===== src/rtl/tmds_channel_decoder.sv =====
// One TMDS receive channel: bit-slip word alignment on control tokens, then
// token / 8b data decode with a two-stage pipeline from raw_word to outputs.
module tmds_channel_decoder #(
   parameter int TOKEN_RUN     = 8,
   parameter int SEARCH_WINDOW = 2048,
   parameter int LOSS_TIMEOUT  = 2048
) (
   input  logic       pixclk,
   input  logic       reset,
   input  logic [9:0] raw_word,
   output logic [7:0] data,
   output logic [1:0] ctrl,
   output logic       de,
   output logic       locked,
   output logic [3:0] slip,
   output logic       lock_lost
);
   localparam int RW = $clog2(TOKEN_RUN + 1);
   localparam int WW = $clog2(SEARCH_WINDOW);
   localparam int GW = $clog2(LOSS_TIMEOUT);
   localparam logic [RW-1:0] RUN_LAST = RW'(TOKEN_RUN - 1);
   localparam logic [RW-1:0] RUN_MAX  = RW'(TOKEN_RUN);
   localparam logic [WW-1:0] WIN_LAST = WW'(SEARCH_WINDOW - 1);
   localparam logic [GW-1:0] GAP_LAST = GW'(LOSS_TIMEOUT - 1);

   typedef enum logic {ST_SEARCH = 1'b0, ST_LOCKED = 1'b1} state_t;

   state_t        state_q, state_d;
   logic [9:0]    prev_q, s1_q;
   logic [19:0]   window;
   logic [9:0]    aligned;
   logic [3:0]    offset_q, offset_d, offset_nxt;
   logic [RW-1:0] run_q, run_d;
   logic [WW-1:0] win_q, win_d;
   logic [GW-1:0] gap_q, gap_d;
   logic          skip_q, skip_d, lost_q, lost_d;
   logic          is_tok;
   logic [1:0]    tok_cd;
   logic [7:0]    qp, dec;
   logic [7:0]    data_q, data_d;
   logic [1:0]    ctrl_q, ctrl_d;
   logic          de_q, de_d;

   assign window     = {raw_word, prev_q};
   assign aligned    = 10'(window >> offset_q);
   assign offset_nxt = (offset_q == 4'd9) ? 4'd0 : offset_q + 4'd1;

   always_comb begin
      is_tok = 1'b1;
      tok_cd = 2'b00;
      case (s1_q)
         10'h354: tok_cd = 2'b00;
         10'h0AB: tok_cd = 2'b01;
         10'h154: tok_cd = 2'b10;
         10'h2AB: tok_cd = 2'b11;
         default: is_tok = 1'b0;
      endcase
   end

   always_comb begin
      qp     = s1_q[9] ? ~s1_q[7:0] : s1_q[7:0];
      dec    = '0;
      dec[0] = qp[0];
      for (int i = 1; i < 8; i++)
         dec[i] = s1_q[8] ? (qp[i] ^ qp[i-1]) : ~(qp[i] ^ qp[i-1]);
   end

   always_comb begin
      state_d  = state_q;
      offset_d = offset_q;
      run_d    = run_q;
      win_d    = win_q;
      gap_d    = gap_q;
      skip_d   = 1'b0;
      lost_d   = 1'b0;
      case (state_q)
         ST_SEARCH: begin
            win_d = win_q + 1'b1;
            // skip_q marks the cycle whose stage-1 word still used the old offset
            if (skip_q || !is_tok)  run_d = '0;
            else if (run_q != RUN_MAX) run_d = run_q + 1'b1;
            if (is_tok && !skip_q && run_q >= RUN_LAST) begin
               state_d = ST_LOCKED;
               run_d   = '0;
               win_d   = '0;
               gap_d   = '0;
            end else if (win_q == WIN_LAST) begin
               offset_d = offset_nxt;
               run_d    = '0;
               win_d    = '0;
               skip_d   = 1'b1;
            end
         end
         default: begin
            gap_d = is_tok ? '0 : gap_q + 1'b1;
            if (!is_tok && gap_q == GAP_LAST) begin
               state_d  = ST_SEARCH;
               lost_d   = 1'b1;
               offset_d = offset_nxt;
               run_d    = '0;
               win_d    = '0;
               gap_d    = '0;
               skip_d   = 1'b1;
            end
         end
      endcase
   end

   always_comb begin
      data_d = '0;
      ctrl_d = '0;
      de_d   = 1'b0;
      if (state_q == ST_LOCKED) begin
         ctrl_d = is_tok ? tok_cd : ctrl_q;
         if (!is_tok) begin
            de_d   = 1'b1;
            data_d = dec;
         end
      end
   end

   always_ff @(posedge pixclk or posedge reset) begin
      if (reset) begin
         state_q  <= ST_SEARCH;
         prev_q   <= '0;
         s1_q     <= '0;
         offset_q <= '0;
         run_q    <= '0;
         win_q    <= '0;
         gap_q    <= '0;
         skip_q   <= 1'b0;
         lost_q   <= 1'b0;
         data_q   <= '0;
         ctrl_q   <= '0;
         de_q     <= 1'b0;
      end else begin
         state_q  <= state_d;
         prev_q   <= raw_word;
         s1_q     <= aligned;
         offset_q <= offset_d;
         run_q    <= run_d;
         win_q    <= win_d;
         gap_q    <= gap_d;
         skip_q   <= skip_d;
         lost_q   <= lost_d;
         data_q   <= data_d;
         ctrl_q   <= ctrl_d;
         de_q     <= de_d;
      end
   end

   assign data      = data_q;
   assign ctrl      = ctrl_q;
   assign de        = de_q;
   assign locked    = (state_q == ST_LOCKED);
   assign slip      = offset_q;
   assign lock_lost = lost_q;
endmodule


===== config.mk =====
export PLATFORM = sky130hd
export DESIGN_NAME = tmds_channel_decoder
export DESIGN_NICKNAME = d
export VERILOG_FILES = /design/src/rtl/tmds_channel_decoder.sv
export SDC_FILE = /design/constraint.sdc
export NUM_CORES = 1
export LEC_CHECK = 0
export BUFFER_PORTS_ARGS = -buffer_cell sky130_fd_sc_hd__buf_2
export CORE_MARGIN = 2
export CORE_UTILIZATION = 50
export CTS_CLUSTER_DIAMETER = 100
export CTS_CLUSTER_SIZE = 30
export DETAILED_ROUTE_END_ITERATION = 10
export PLACE_DENSITY = 0.77
export SYNTH_ARGS = -nofsm -noshare
export SYNTH_HDL_FRONTEND = slang
export SYNTH_SLANG_ARGS = --single-unit
export TNS_END_PERCENT = 10

===== constraint.sdc =====
create_clock -name pixclk -period 1.65 [get_ports pixclk]
set_input_delay 0.165 -clock pixclk [delete_from_list [all_inputs] [get_ports pixclk]]
set_output_delay 0.165 -clock pixclk [all_outputs]
set_load 0.01 [all_outputs]

# After elaboration in Yosys (flattened, before gate mapping)
# Index checks and enable logic that the tools add are counted.
[classes]
n_lt_le_gt_ge = 1
div_mod_pow = 0
add_sub_neg = 4
bitwise_logic = 15
multipliers = 0
mux = 43
reduce_logical = 12
n_shift = 1
eq_ne = 11
[ops]
columns = ["operator", "count"]
rows = [
  ["11-bit two-way mux", 8],
  ["4-bit two-way mux", 11],
  ["8-bit two-way mux", 3],
  ["11-bit by 1-bit adder with 11-bit output, second input constant", 2],
  ["11-bit == test, second input constant", 2],
  ["10-bit == test, second input constant", 2],
  ["20-bit by 4-bit >> shifter with 10-bit output", 1],
  ["1-bit two-way mux", 18],
  ["10-bit by 8-bit == test with 1-bit output, second input constant", 1],
  ["10-bit by 9-bit == test with 1-bit output, second input constant", 1],
  ["4-bit by 1-bit adder with 4-bit output, second input constant", 2],
  ["8-bit inverter", 1],
  ["1-bit inverter", 7],
  ["1-bit bitwise XOR", 7],
  ["2-bit case mux with 3 select lines", 1],
  ["5-bit nonzero test", 1],
  ["4-bit == test, second input constant", 1],
  ["4-bit by 3-bit >= comparator with 1-bit output, second input constant", 1],
  ["2-bit two-way mux", 2],
  ["2-bit by 1-bit != test with 1-bit output, second input constant", 2],
  ["4-bit != test, second input constant", 1],
  ["2-bit nonzero test", 2],
  ["4-bit OR reduction", 1],
  ["1-bit logical AND", 3],
  ["other kinds (5)", 6],
]
[word_totals]
memories = 0
reg_bits = 64
ramBits = 0
latchBits = 0
romBits = 0
word_cells = 99

# Logic depth before layout (Yosys ltp)
# Gate-level depths: netlist (run 1).
[logic_depth]
ltp_word = 9
mapped_depth = 8

# Worst setup path after synthesis (run 1)
# No wires, ideal clock.
[synth_timing]
kind = "flip-flop to flip-flop"
start = "reg s1_q[6]"
end = "reg gap_q[3]"
path_slack_ns = -0.113
t_required_ns = 1.526
period_less_slack_ns = 1.763
path_buffers = 1
stages_incl_launch_ff = 9
t_arrival_ns = 1.639
path_cell_list = "dfrtp_1 inv_1 ha_1 nor2b_1 and4_1 nor4_2 buf_4 and3_1 a211o_1"
[synth_between]
elab_chain_len = 7
elab_cells_between_ends = 14
classes_between = "eq/ne: 4; mux: 4; reduce/logical: 6"
[synth_rtl]
columns = ["item", "line", "text"]
rows = [
  ["start: declaration", "29", "logic [9:0] prev_q, s1_q;"],
  ["start signal: assignment", "139", "s1_q <= aligned;"],
  ["10-bit == test, or another cell as far along", "51", "case (s1_q)"],
  ["4-bit OR reduction (no line) (*)", "n/a", ""],
  ["1-bit two-way mux (*)", "51", ""],
  ["1-bit zero test", "n/a", ""],
  ["1-bit logical AND", "96", "if (!is_tok && gap_q == GAP_LAST) begin"],
  ["11-bit two-way mux", "96", ""],
  ["11-bit two-way mux", "76", "case (state_q)"],
  ["end signal: assignment", "143", "gap_q <= gap_d;"],
  ["end: declaration", "35", "logic [GW-1:0] gap_q, gap_d;"],
]
# Every way passes the cells marked *; elsewhere a longest branch is shown, timed or not.
# A chain may end at the register's enable or synchronous reset.

# Worst setup path after layout (run 1)
[layout_timing]
start = "reg s1_q[6]"
end = "reg gap_q[7]"
# Same word-level chain as after synthesis.

==> impl_results.md, run 1 <==
* Status: finished with violations
* Failing checks: setup timing
* M1 WL at 3.86 mm
* Setup CP Type: register to register
* Die Area at 8000 µm²
* Slowest cell on the critical path: dfrtp_1
* WL met3 at 429 µm
* Total number of vias at 3145
* Leak Pwr at 2.21 nW
* GR Util All Layers at 23.9%
* Die Wd at 89.4 µm
* Num Clock Sinks at 64
* Synth Register Bits at 64
* Ant diodes at 0
* Std cell rows at 31
* Power Density at 684 nW/µm²
* Largest net degree at the start of global routing at 65
* Critical Path RT at 1.92 ns
* Layout Nets at 470
* Cell taking the most area after synthesis: dfrtp_1
* GPL Wtd Cong at 0.846
* Logic gate share of total power at 7.8%
* Die height at 89.4 µm
* Max Cap Viol at 0
* Worst R2R End: gap_q[7]$_DFFE_PP0P_
* Final WL at 9.27 mm
* Aggregate global routing overflow at 0
* Synth Area in XOR/XNOR at 3.84%
* NetSw at 777 µW
* R2r startpoint: s1_q[6]$_DFF_PP0_
* Net Sw Frac at 23.2%
* Synthesis warning total at 0
* Critical-path cell list: inv_1 > ha_2 > nor2b_4 > and4_4 > nor4_4 > buf_4 > a41oi_2 > a31oi_1
* Adder-Cell Fraction of Synth Area at 4.12%
* Synth Area in Simple Gates at 16.3%
* CTS buffer count at 9
* Reg2Reg Setup Slack at -0.22 ns
* Number of synthesized flops with an enable pin at 0
* Sequential area share after synthesis at 43.9%
* Period utilization at 113%
* Post-DRT Antenna Nets at 0
* Area share of the largest cell type after synthesis at 43.9%
* Clock network latency to the later pin of the worst-skew pair at 0.36 ns
* Count of final max-slew check failures at 0
* Initial antenna violation count at 0
* Synth unique cells at 60
* DR pass1 iterations at 4
* Layout cell share with drive strength beyond 1 at 39.2%
* Synth Instances at 345
* Least-Margin Pin Slew at 0.646 ns
* Crit-path max cell delay at 0.36 ns
* Vias/cell at 5.72
* Hold Fails Final Rpt at 0
* Unrepaired setup endpoints after global routing: true
* Residual DRC count at 0
* Mapped Avg Cell Area at 10.6 µm²
* Async SR Flop Fraction at 100%
* CP max FO at 6
* Pint at 2.57 mW
* Worst Setup Start Kind: register
* WP data arrival at 2.14 ns
* Post-DR wirelength/cell at 16.8 µm
* DR top layer: met4
* I/O Pins at 29
* Most instantiated cells after synthesis: dfrtp_1, nor2_1, inv_1, nand2_1, a21oi_1
* Violation count after the first detailed-routing iteration at 143
* Hold Crit Class: input pin to asynchronous set/reset pin
* Core area at 7180 µm²
* Root Driver: clkbuf_8
* Largest family of logic cells by synthesized area: simple AND/OR/NAND/NOR gates
* H-Tree Depth at 3
* Most numerous cell in the Yosys netlist: dfrtp_1
* Setup WS pre-CTS at -0.330 ns
* Clk buf depth at 2
* Metal2 WL at 4.74 mm
* Compound-Gate Fraction of Synth Area at 14.0%
* Post-synthesis mux area share at 12.6%
* Port Buf Inserts at 28
* Top cells by area, synth: dfrtp_1, mux4_2, ha_1
* Fmax at 536 MHz
* Initial Utilization at 50.8%
* Synth Flop Type: dfrtp_1
* CTS tree: built
* Worst Skew at 0.0107 ns
* First-pass GRT wire length at 14.4 mm
* Peak VDD IR at 0.427 mV
* Syn_nets at 369
* Worst r2r path cells at 8
* Final worst slack at -0.216 ns
* Cell area after synthesis at 3650 µm²
* Clk pin slew, worst setup/hold paths at 0.08 ns
* Cell Area, Placed at 4280 µm²
* Layout area overhead at 34.2%
* CP Capture Type: register
* Final HPWL DP at 5.77 mm
* Vias in the first global route at 3093
* Setup-failing EPs final at 36
* Sequential Power Share at 48.3%
* Max_slew headroom at 56.9%
* Clock power share at 43.9%
* Post-route cell area at 4890 µm²
* Min Tclk post-route at 1.87 ns
power groups by stage:
stage                     Clock (mW)  Combinational, mW  Sequential (mW)
final                           1.47              0.261             1.62
after detailed placement           0              0.214             1.64
after floorplan                    0              0.138             1.64
after CTS                       1.49              0.249             1.61
after global placement             0              0.206             1.64
after global routing            1.57              0.284             1.62
routing by layer:
layer  vias up  GRT usage, %
li1       1456             -
met1      1551          29.4
met2       113          39.9
met3        25          6.28
met4         0          10.3
met5         -             0
how the worst max path moves through the flow:
stage               slack (ns)                  from  depth (start not counted)               endpoint
finish                   -0.22     s1_q[6]$_DFF_PP0_                          8   gap_q[7]$_DFFE_PP0P_
global placement         -0.24  gap_q[0]$_DFFE_PP0P_                          6    slip[1]$_DFFE_PP0P_
detailed placement       -0.33  gap_q[0]$_DFFE_PP0P_                          6    slip[1]$_DFFE_PP0P_
CTS                      -0.18     s1_q[1]$_DFF_PP0_                          7   win_q[8]$_DFFE_PP0P_
floorplan                -0.10  gap_q[0]$_DFFE_PP0P_                          7   gap_q[3]$_DFFE_PP0P_
global route             -0.30     s1_q[6]$_DFF_PP0_                          8  win_q[10]$_DFFE_PP0P_
area by class of cell:
type,instances,area (µm²)
fill,517,2280
multi-input combinational,240,2040
sequential,64,1600
timing repair buffer,107,825
clock buffer,10,128
tap,99,124
inverter,24,93.8
clock inverter,6,83.8
flip-flops by register name, summed over array words and instances, names as in the netlist, 2 cells and up:
signal  count
run_q       4
s1_q       10
win_q      11
slip        4
prev_q     10
data        8
ctrl        2
gap_q      11
what timing repair did:
| item | CTS | global route |
|---|---|---|
| resized for setup | 35 | 26 |
| buffers inserted | 8 | 1 |
| gates cloned | 1 | 0 |
| hold buffers | 11 | 0 |
| endpoints found under the hold margin | 74 | 0 |
| pin swaps | 20 | 13 |
| setup endpoints to repair | 46 | 49 |
cells in the final DEF (no fill, tap or decap), types with 4 or more instances in the layout:
cell type / instances
nand3_1: 16
o21ai_0: 5
a21oi_1: 15
xor2_1: 4
and3_1: 4
buf_4: 55
mux2_2: 6
dfrtp_1: 63
clkbuf_8: 9
mux4_2: 11
inv_1: 18
mux2i_1: 10
buf_2: 29
a31oi_1: 11
ha_1: 8
dlygate4sd3_1: 11
a22o_1: 4
nand2_1: 17
nand4_1: 6
nor2b_1: 4
xnor2_1: 12
buf_6: 9
nor2_1: 28
o21ai_2: 4
critical path, delay by kind of cell (launching register included):
| family | cells | cell delay (ns) |
|---|---|---|
| AOI/OAI and AO/OA | 2 | 0.27 |
| adders and majority gates | 1 | 0.18 |
| buffers and inverters | 2 | 0.27 |
| DFF | 1 | 0.36 |
| and+or+nand+nor | 3 | 0.69 |
cells by family after synthesis:
kind of cell	Yosys count
AOI/OAI and AO/OA	72
xor gates and xnor gates	16
adders and majority gates	12
buffers and inverters	41
DFF	64
muxes	31
and+or+nand+nor	109
metrics by stage:
step / setup TNS, ns / hold WS (ns) / total power, mW / util [%] / cells
3_5_place_dp: -7.71 / 0.279 / 1.86 / 59.6 / 513
3_3_place_gp: -6.50 / 0.271 / 1.85 / 59.6 / 513
2_1_floorplan: -1.58 / 0.196 / 1.78 / - / 345
5_1_grt: -7.89 / 0.472 / 3.47 / 68.2 / 550
6_report: -5.11 / 0.446 / 3.35 / 68.2 / 550
4_1_cts: -3.31 / 0.446 / 3.36 / 66.6 / 549
(Power assumes the default switching activity.)
==> inputs of run 2 (changes only) <==
--- a/config.mk
+++ b/config.mk
@@ -5,6 +5,7 @@
 export SDC_FILE = /design/constraint.sdc
 export NUM_CORES = 1
 export LEC_CHECK = 0
+export ABC_AREA = 1
 export BUFFER_PORTS_ARGS = -buffer_cell sky130_fd_sc_hd__buf_2
 export CORE_MARGIN = 2
 export CORE_UTILIZATION = 50
@@ -15,4 +16,3 @@
 export SYNTH_ARGS = -nofsm -noshare
 export SYNTH_HDL_FRONTEND = slang
 export SYNTH_SLANG_ARGS = --single-unit
-export TNS_END_PERCENT = 10
==> impl_results.md, run 2 <==
* I/O Pins at 29 (unchanged)
* CTS buffer count at 9 (unchanged)
* Initial Utilization at 51.9% (was 50.8%)
* Core area at 7770 µm² (was 7180 µm²)
* Initial antenna violation count at 0 (unchanged)
* Most numerous cell in the Yosys netlist: nand2_1 (was dfrtp_1)
* GPL Wtd Cong at 0.961 (was 0.846)
* Async SR Flop Fraction at 100% (unchanged)
* Residual DRC count at 0 (unchanged)
* NetSw at 811 µW (was 777 µW)
* Cell area after synthesis at 4030 µm² (was 3650 µm²)
* Number of synthesized flops with an enable pin at 0 (unchanged)
* Hold Fails Final Rpt at 0 (unchanged)
* Cell taking the most area after synthesis: dfrtp_1 (unchanged)
* Max Cap Viol at 0 (unchanged)
* Aggregate global routing overflow at 0 (unchanged)
* Post-layout util at 61.7% (was 68.2%)
* Layout cell share with drive strength beyond 1 at 22.1% (was 39.2%)
* Sequential area share after synthesis at 39.8% (was 43.9%)
* Synth Instances at 523 (was 345)
* Layout filler cell count at 653 (was 517)
* GR Util All Layers at 20.8% (was 23.9%)
* CP max FO at 8 (was 6)
* Setup CP Type: register to register (unchanged)
* H-Tree Depth at 3 (unchanged)
* CP Capture Type: register (unchanged)
* Layout Nets at 604 (was 470)
* Critical Path RT at 1.89 ns (was 1.92 ns)
* Biggest regs: gap_q x11, win_q x11 (unchanged)
* Most instantiated cells after synthesis: nand2_1, dfrtp_1, inv_1, nand3_1, nor2_1 (was dfrtp_1, nor2_1, inv_1, nand2_1, a21oi_1)
* Layout area overhead at 19.0% (was 34.2%)
* Die Area at 8790 µm² (was 8000 µm²)
* Hold Slack at 0.396 ns (was 0.446 ns)
* Synth Flop Type: dfrtp_1 (unchanged)
* Area share of the largest cell type after synthesis at 39.8% (was 43.9%)
* Top cells by area, synth: dfrtp_1, nand2_1, nand3_1 (was dfrtp_1, mux4_2, ha_1)
* Post-DR wirelength/cell at 12.4 µm (was 16.8 µm)
* Clock power share at 39.7% (was 43.9%)
* Ant diodes at 0 (unchanged)
* WP data arrival at 1.85 ns (was 2.14 ns)
* Pint at 2.23 mW (was 2.57 mW)
* Clk pin slew, worst setup/hold paths at 0.08 ns (about the same)
* Die Wd at 93.8 µm (was 89.4 µm)
* Vias in the first global route at 3251 (was 3093)
* Setup-failing EPs final at 0 (was 36)
* Syn_nets at 547 (was 369)
* Final Total Pwr at 3.04 mW (was 3.35 mW)
* Mapped Avg Cell Area at 7.70 µm² (was 10.6 µm²)
* DR pass1 iterations at 5 (was 4)
* Final WL at 8.54 mm (was 9.27 mm)
* Min Tclk post-route at 1.62 ns (was 1.87 ns)
* Worst Skew at 0.0147 ns (was 0.0107 ns)
* Net Sw Frac at 26.6% (was 23.2%)
* Unrepaired setup endpoints after global routing: true (unchanged)
* Least-Margin Pin Slew at 0.508 ns (was 0.646 ns)
* Power Density at 635 nW/µm² (was 684 nW/µm²)
* CTS tree: built (unchanged)
* Logic gate share of total power at 7.3% (was 7.8%)
* Cell Area, Placed at 4300 µm² (was 4280 µm²)
* Max_slew headroom at 66.1% (was 56.9%)
* Sequential Power Share at 53.0% (was 48.3%)
* Synthesis warning total at 0 (unchanged)
* Hold Crit Class: input pin to asynchronous set/reset pin (unchanged)
* Worst Setup Start Kind: register (unchanged)
* Vias/cell at 5.14 (was 5.72)
* Fmax at 619 MHz (was 536 MHz)
* Status: finished, final reports clean (was finished with violations)
* Leak Pwr at 2.47 nW (was 2.21 nW)
* Post-route cell area at 4790 µm² (was 4890 µm²)
* Period utilization at 98.0% (was 113%)
* Peak VDD IR at 0.301 mV (was 0.427 mV)
* Clock network latency to the later pin of the worst-skew pair at 0.35 ns (was 0.36 ns)
* Total number of vias at 3529 (was 3145)
* Num Clock Sinks at 64 (unchanged)
* Commonest non-fill, non-tap cell in the layout: nand2_1 (was dfrtp_1)
* Violation count after the first detailed-routing iteration at 188 (was 143)
* Most frequent cells in the layout: nand2_1, dfrtp_1, inv_1 (was dfrtp_1, buf_4, buf_2)
* Final HPWL DP at 6.09 mm (was 5.77 mm)
* Largest net degree at the start of global routing at 34 (was 65)
* First-pass GRT wire length at 14.5 mm (was 14.4 mm)
* Std cell rows at 32 (was 31)
* Count of final max-slew check failures at 0 (unchanged)
* Root Driver: clkbuf_8 (unchanged)
* Die height at 93.8 µm (was 89.4 µm)
* Post-DRT Antenna Nets at 0 (unchanged)
* Synth Register Bits at 64 (unchanged)
* Synth unique cells at 37 (was 60)
* Clk buf depth at 2 (unchanged)
* Port Buf Inserts at 28 (unchanged)
==> run 2: power by group through the flow <==
stage | clock network (mW) | logic [mW] | registers, mW
6_report | 1.21 | 0.223 | 1.61
3_3_place_gp | 0 | 0.188 | 1.64
4_1_cts | 1.22 | 0.214 | 1.61
3_5_place_dp | 0 | 0.193 | 1.64
2_1_floorplan | 0 | 0.135 | 1.64
5_1_grt | 1.30 | 0.254 | 1.62
==> run 2: logic make-up after synthesis <==
group / synth area share [%]
buffers and inverters: 9.07
and+or+nand+nor: 36.1
xor gates and xnor gates: 4.78
DFF: 39.8
adders and majority gates: 3.73
AOI/OAI and AO/OA: 6.55
==> run 2: final timing paths <==
kind	startpoint	endpoint	slack, ns	cells past startpoint
hold / removal	reset	gap_q[5]$_DFFE_PP0P_	0.40	3
hold reg to reg	win_q[1]$_DFFE_PP0P_	win_q[1]$_DFFE_PP0P_	0.54	2
min in group pixclk	raw_word[9]	prev_q[9]$_DFF_PP0_	0.47	2
setup / recovery	s1_q[6]$_DFF_PP0_	gap_q[1]$_DFFE_PP0P_	0.03	11
max in group asynchronous	reset	win_q[6]$_DFFE_PP0P_	0.73	4
setup reg to reg	s1_q[6]$_DFF_PP0_	gap_q[1]$_DFFE_PP0P_	0.03	11
==> run 2: what timing repair did <==
action,4_1_cts,5_1_grt
setup endpoints to repair,12,40
pin swaps,2,17
endpoints found under the hold margin,30,0
resized for setup,1,34
hold buffers,11,0
setup buffers,4,5
==> run 2: layout make-up <==
type                            instances  area [µm²]  share of cell area [%]
Clock inverter                          7        48.8                    1.02
Tap cell                              102         128                    2.66
Clock buffer                            9         124                    2.58
Sequential cell                        64        1600                    33.4
Multi-Input combinational cell        383        2160                    45.0
Inverter                               60         243                    5.06
Timing Repair Buffer                   62         493                    10.3
==> run 2: worst max-delay path, stage by stage (launching register included) <==
cell and delay (ns):
dfrtp_1 0.40, inv_1 0.07, ha_2 0.17, nand2_2 0.07, nor2_4 0.14, nand2_4 0.09
nand2_8 0.11, nand3_4 0.12, nand2_4 0.15, inv_2 0.08, nand2_1 0.07, nand2_1 0.05
==> run 2: routing by layer <==
layer | vias up | share of wire, % | track usage, %
met4 | 0 | 1.9 | 9.54
met3 | 16 | 5.2 | 3.69
met2 | 107 | 47 | 32.2
met5 | - | 0 | 0
met1 | 1635 | 45 | 28.3
li1 | 1771 | - | -
==> run 2: stage by stage <==
| stage | setup slack (ns) | setup TNS, ns | instances |
|---|---|---|---|
| global route | -0.0872 | -1.09 | 687 |
| CTS | 0.00430 | 0 | 682 |
| finish | 0.0335 | 0 | 687 |
| detailed placement | -0.0633 | -0.386 | 651 |
| floorplan | 0.190 | 0 | 523 |
| global placement | 0.0180 | 0 | 651 |
==> inputs of run 3 (changes only) <==
--- a/config.mk
+++ b/config.mk
@@ -13,6 +13,7 @@
 export CTS_CLUSTER_SIZE = 30
 export DETAILED_ROUTE_END_ITERATION = 10
 export PLACE_DENSITY = 0.77
+export REMOVE_ABC_BUFFERS = 1
 export SYNTH_ARGS = -nofsm -noshare
 export SYNTH_HDL_FRONTEND = slang
 export SYNTH_SLANG_ARGS = --single-unit
==> impl_results.md, run 3 (synthesized netlist as in run 2, its figures left out) <==
* Status: finished, final reports clean (unchanged)
* Largest net degree at the start of global routing at 36 (was 34)
* Hold Fails Final Rpt at 0 (unchanged)
* Logic gate share of total power at 6.6% (was 7.3%)
* H-Tree Depth at 3 (unchanged)
* Unrepaired setup endpoints after global routing: true (unchanged)
* Clock network latency to the later pin of the worst-skew pair at 0.35 ns (about the same)
* Period utilization at 98.5% (was 98.0%)
* Layout area overhead at 20.6% (was 19.0%)
* Vias/cell at 5.17 (was 5.14)
* Least-Margin Pin Slew at 0.382 ns (was 0.508 ns)
* Total number of vias at 3591 (was 3529)
* Layout filler cell count at 670 (was 653)
* CP max FO at 6 (was 8)
* CTS tree: built (unchanged)
* Biggest regs: gap_q x11, win_q x11 (unchanged)
* Most frequent cells in the layout: nand2_1, dfrtp_1, inv_1, nand3_1, nor2_1 (was nand2_1, dfrtp_1, inv_1)
* Hold Slack at 0.333 ns (was 0.396 ns)
* Die height at 93.8 µm (unchanged)
* Initial Utilization at 51.9% (unchanged)
* Pint at 2.69 mW (was 2.23 mW)
* Residual DRC count at 0 (unchanged)
* Root Driver: clkbuf_8 (unchanged)
* Core area at 7770 µm² (unchanged)
* Layout cell share with drive strength beyond 1 at 22.0% (was 22.1%)
* Post-layout util at 62.5% (was 61.7%)
* GPL Wtd Cong at 0.946 (was 0.961)
* Clk buf depth at 2 (unchanged)
* Max Cap Viol at 0 (unchanged)
* First-pass GRT wire length at 14.8 mm (was 14.5 mm)
* Post-DRT Antenna Nets at 0 (unchanged)
* Post-DR wirelength/cell at 13.0 µm (was 12.4 µm)
* Max_slew headroom at 74.3% (was 66.1%)
* Commonest non-fill, non-tap cell in the layout: nand2_1 (unchanged)
* Num Clock Sinks at 64 (unchanged)
* Violation count after the first detailed-routing iteration at 196 (was 188)
* Hold Crit Class: input pin to asynchronous set/reset pin (unchanged)
* Net Sw Frac at 22.4% (was 26.6%)
* I/O Pins at 29 (unchanged)
* Initial antenna violation count at 0 (unchanged)
* Vias in the first global route at 3271 (was 3251)
* Clock power share at 46.9% (was 39.7%)
* Layout Nets at 611 (was 604)
* Ant diodes at 0 (unchanged)
* Aggregate global routing overflow at 0 (unchanged)
* Port Buf Inserts at 28 (unchanged)
* Worst Skew at 0.0128 ns (was 0.0147 ns)
* Leak Pwr at 2.52 nW (was 2.47 nW)
* Die Wd at 93.8 µm (unchanged)
* Final HPWL DP at 6.16 mm (was 6.09 mm)
* CTS buffer count at 9 (unchanged)
* Clk pin slew, worst setup/hold paths at 0.08 ns (about the same)
* Peak VDD IR at 0.375 mV (was 0.301 mV)
* Critical Path RT at 1.88 ns (was 1.89 ns)
* GR Util All Layers at 21.2% (was 20.8%)
* Std cell rows at 32 (unchanged)
* DR pass1 iterations at 5 (unchanged)
* Setup-failing EPs final at 0 (unchanged)
* Count of final max-slew check failures at 0 (unchanged)
* Fmax at 615 MHz (was 619 MHz)
* CP Capture Type: register (unchanged)
* Final WL at 9.03 mm (was 8.54 mm)
* Power Density at 715 nW/µm² (was 635 nW/µm²)
* Sequential Power Share at 46.5% (was 53.0%)
* Min Tclk post-route at 1.63 ns (was 1.62 ns)
* Worst Setup Start Kind: register (unchanged)
* WP data arrival at 1.86 ns (was 1.85 ns)
* Setup CP Type: register to register (unchanged)
* NetSw at 779 µW (was 811 µW)
* Die Area at 8790 µm² (unchanged)
-- run 3: power by group through the flow --
stage	logic, mW	clock network, mW	registers (mW)
4_1_cts	0.215	1.66	1.61
3_5_place_dp	0.193	0	1.64
5_1_grt	0.258	1.71	1.62
2_1_floorplan	0.128	0	1.64
3_3_place_gp	0.189	0	1.64
6_report	0.228	1.63	1.61
-- run 3: timing repair --
item | in CTS | in global routing
setup endpoints to repair | 15 | 34
buffers inserted | 4 | 11
resized for setup | 4 | 22
hold buffers | 11 | 0
hold endpoints to repair | 26 | 0
gates cloned | 0 | 0
pin swaps | 3 | 13
-- run 3: path summary, 6_finish.rpt --
path | start | end | slack [ns] | depth (start not counted)
max reg2reg | s1_q[6]$_DFF_PP0_ | slip[1]$_DFFE_PP0P_ | 0.02 | 9
max in group asynchronous | reset | s1_q[8]$_DFF_PP0_ | 0.79 | 4
max | s1_q[6]$_DFF_PP0_ | slip[1]$_DFFE_PP0P_ | 0.02 | 9
min reg2reg | win_q[3]$_DFFE_PP0P_ | win_q[3]$_DFFE_PP0P_ | 0.55 | 2
min | reset | gap_q[4]$_DFFE_PP0P_ | 0.33 | 3
min in group pixclk | raw_word[5] | prev_q[5]$_DFF_PP0_ | 0.48 | 2
-- run 3: metrics by stage --
stage / power, mW / cell area, µm² / setup slack (ns) / cells / setup TNS, ns
5_1_grt: 3.58 / 4860 / -0.0514 / 694 / -0.777
3_5_place_dp: 1.84 / 4300 / -0.0278 / 652 / -0.0723
6_report: 3.47 / 4860 / 0.0249 / 694 / 0
2_1_floorplan: 1.77 / 3900 / -0.113 / 507 / -7.42
4_1_cts: 3.49 / 4700 / 0.00389 / 683 / 0
3_3_place_gp: 1.83 / 4300 / 0.0318 / 652 / 0
-- run 3: per-layer routing --
| metal | vias up | global-route usage [%] | part of all wire [%] |
|---|---|---|---|
| met4 | 0 | 9.30 | 2.0 |
| met1 | 1681 | 28.6 | 46 |
| li1 | 1783 | - | - |
| met3 | 17 | 3.37 | 4.7 |
| met2 | 110 | 33.6 | 48 |
| met5 | - | 0 | 0 |
-- run 3: cell type report --
| class | count | area, µm² | area share (%) |
|---|---|---|---|
| multi-input combinational | 383 | 2130 | 43.9 |
| timing repair buffer | 69 | 520 | 10.7 |
| tap | 102 | 128 | 2.63 |
| sequential | 64 | 1600 | 33.0 |
| clock buffer | 10 | 128 | 2.63 |
| inverter | 60 | 236 | 4.87 |
| clock inverter | 6 | 108 | 2.22 |
-- run 3: critical path, cell delays in order, from the launching register on --
cell	delay, ns
dfrtp_1	0.40
inv_1	0.07
ha_1	0.15
nand2_2	0.07
nor2_4	0.13
nand2_4	0.10
nand2_8	0.11
nand4_1	0.23
nand3_1	0.18
nand2_1	0.07
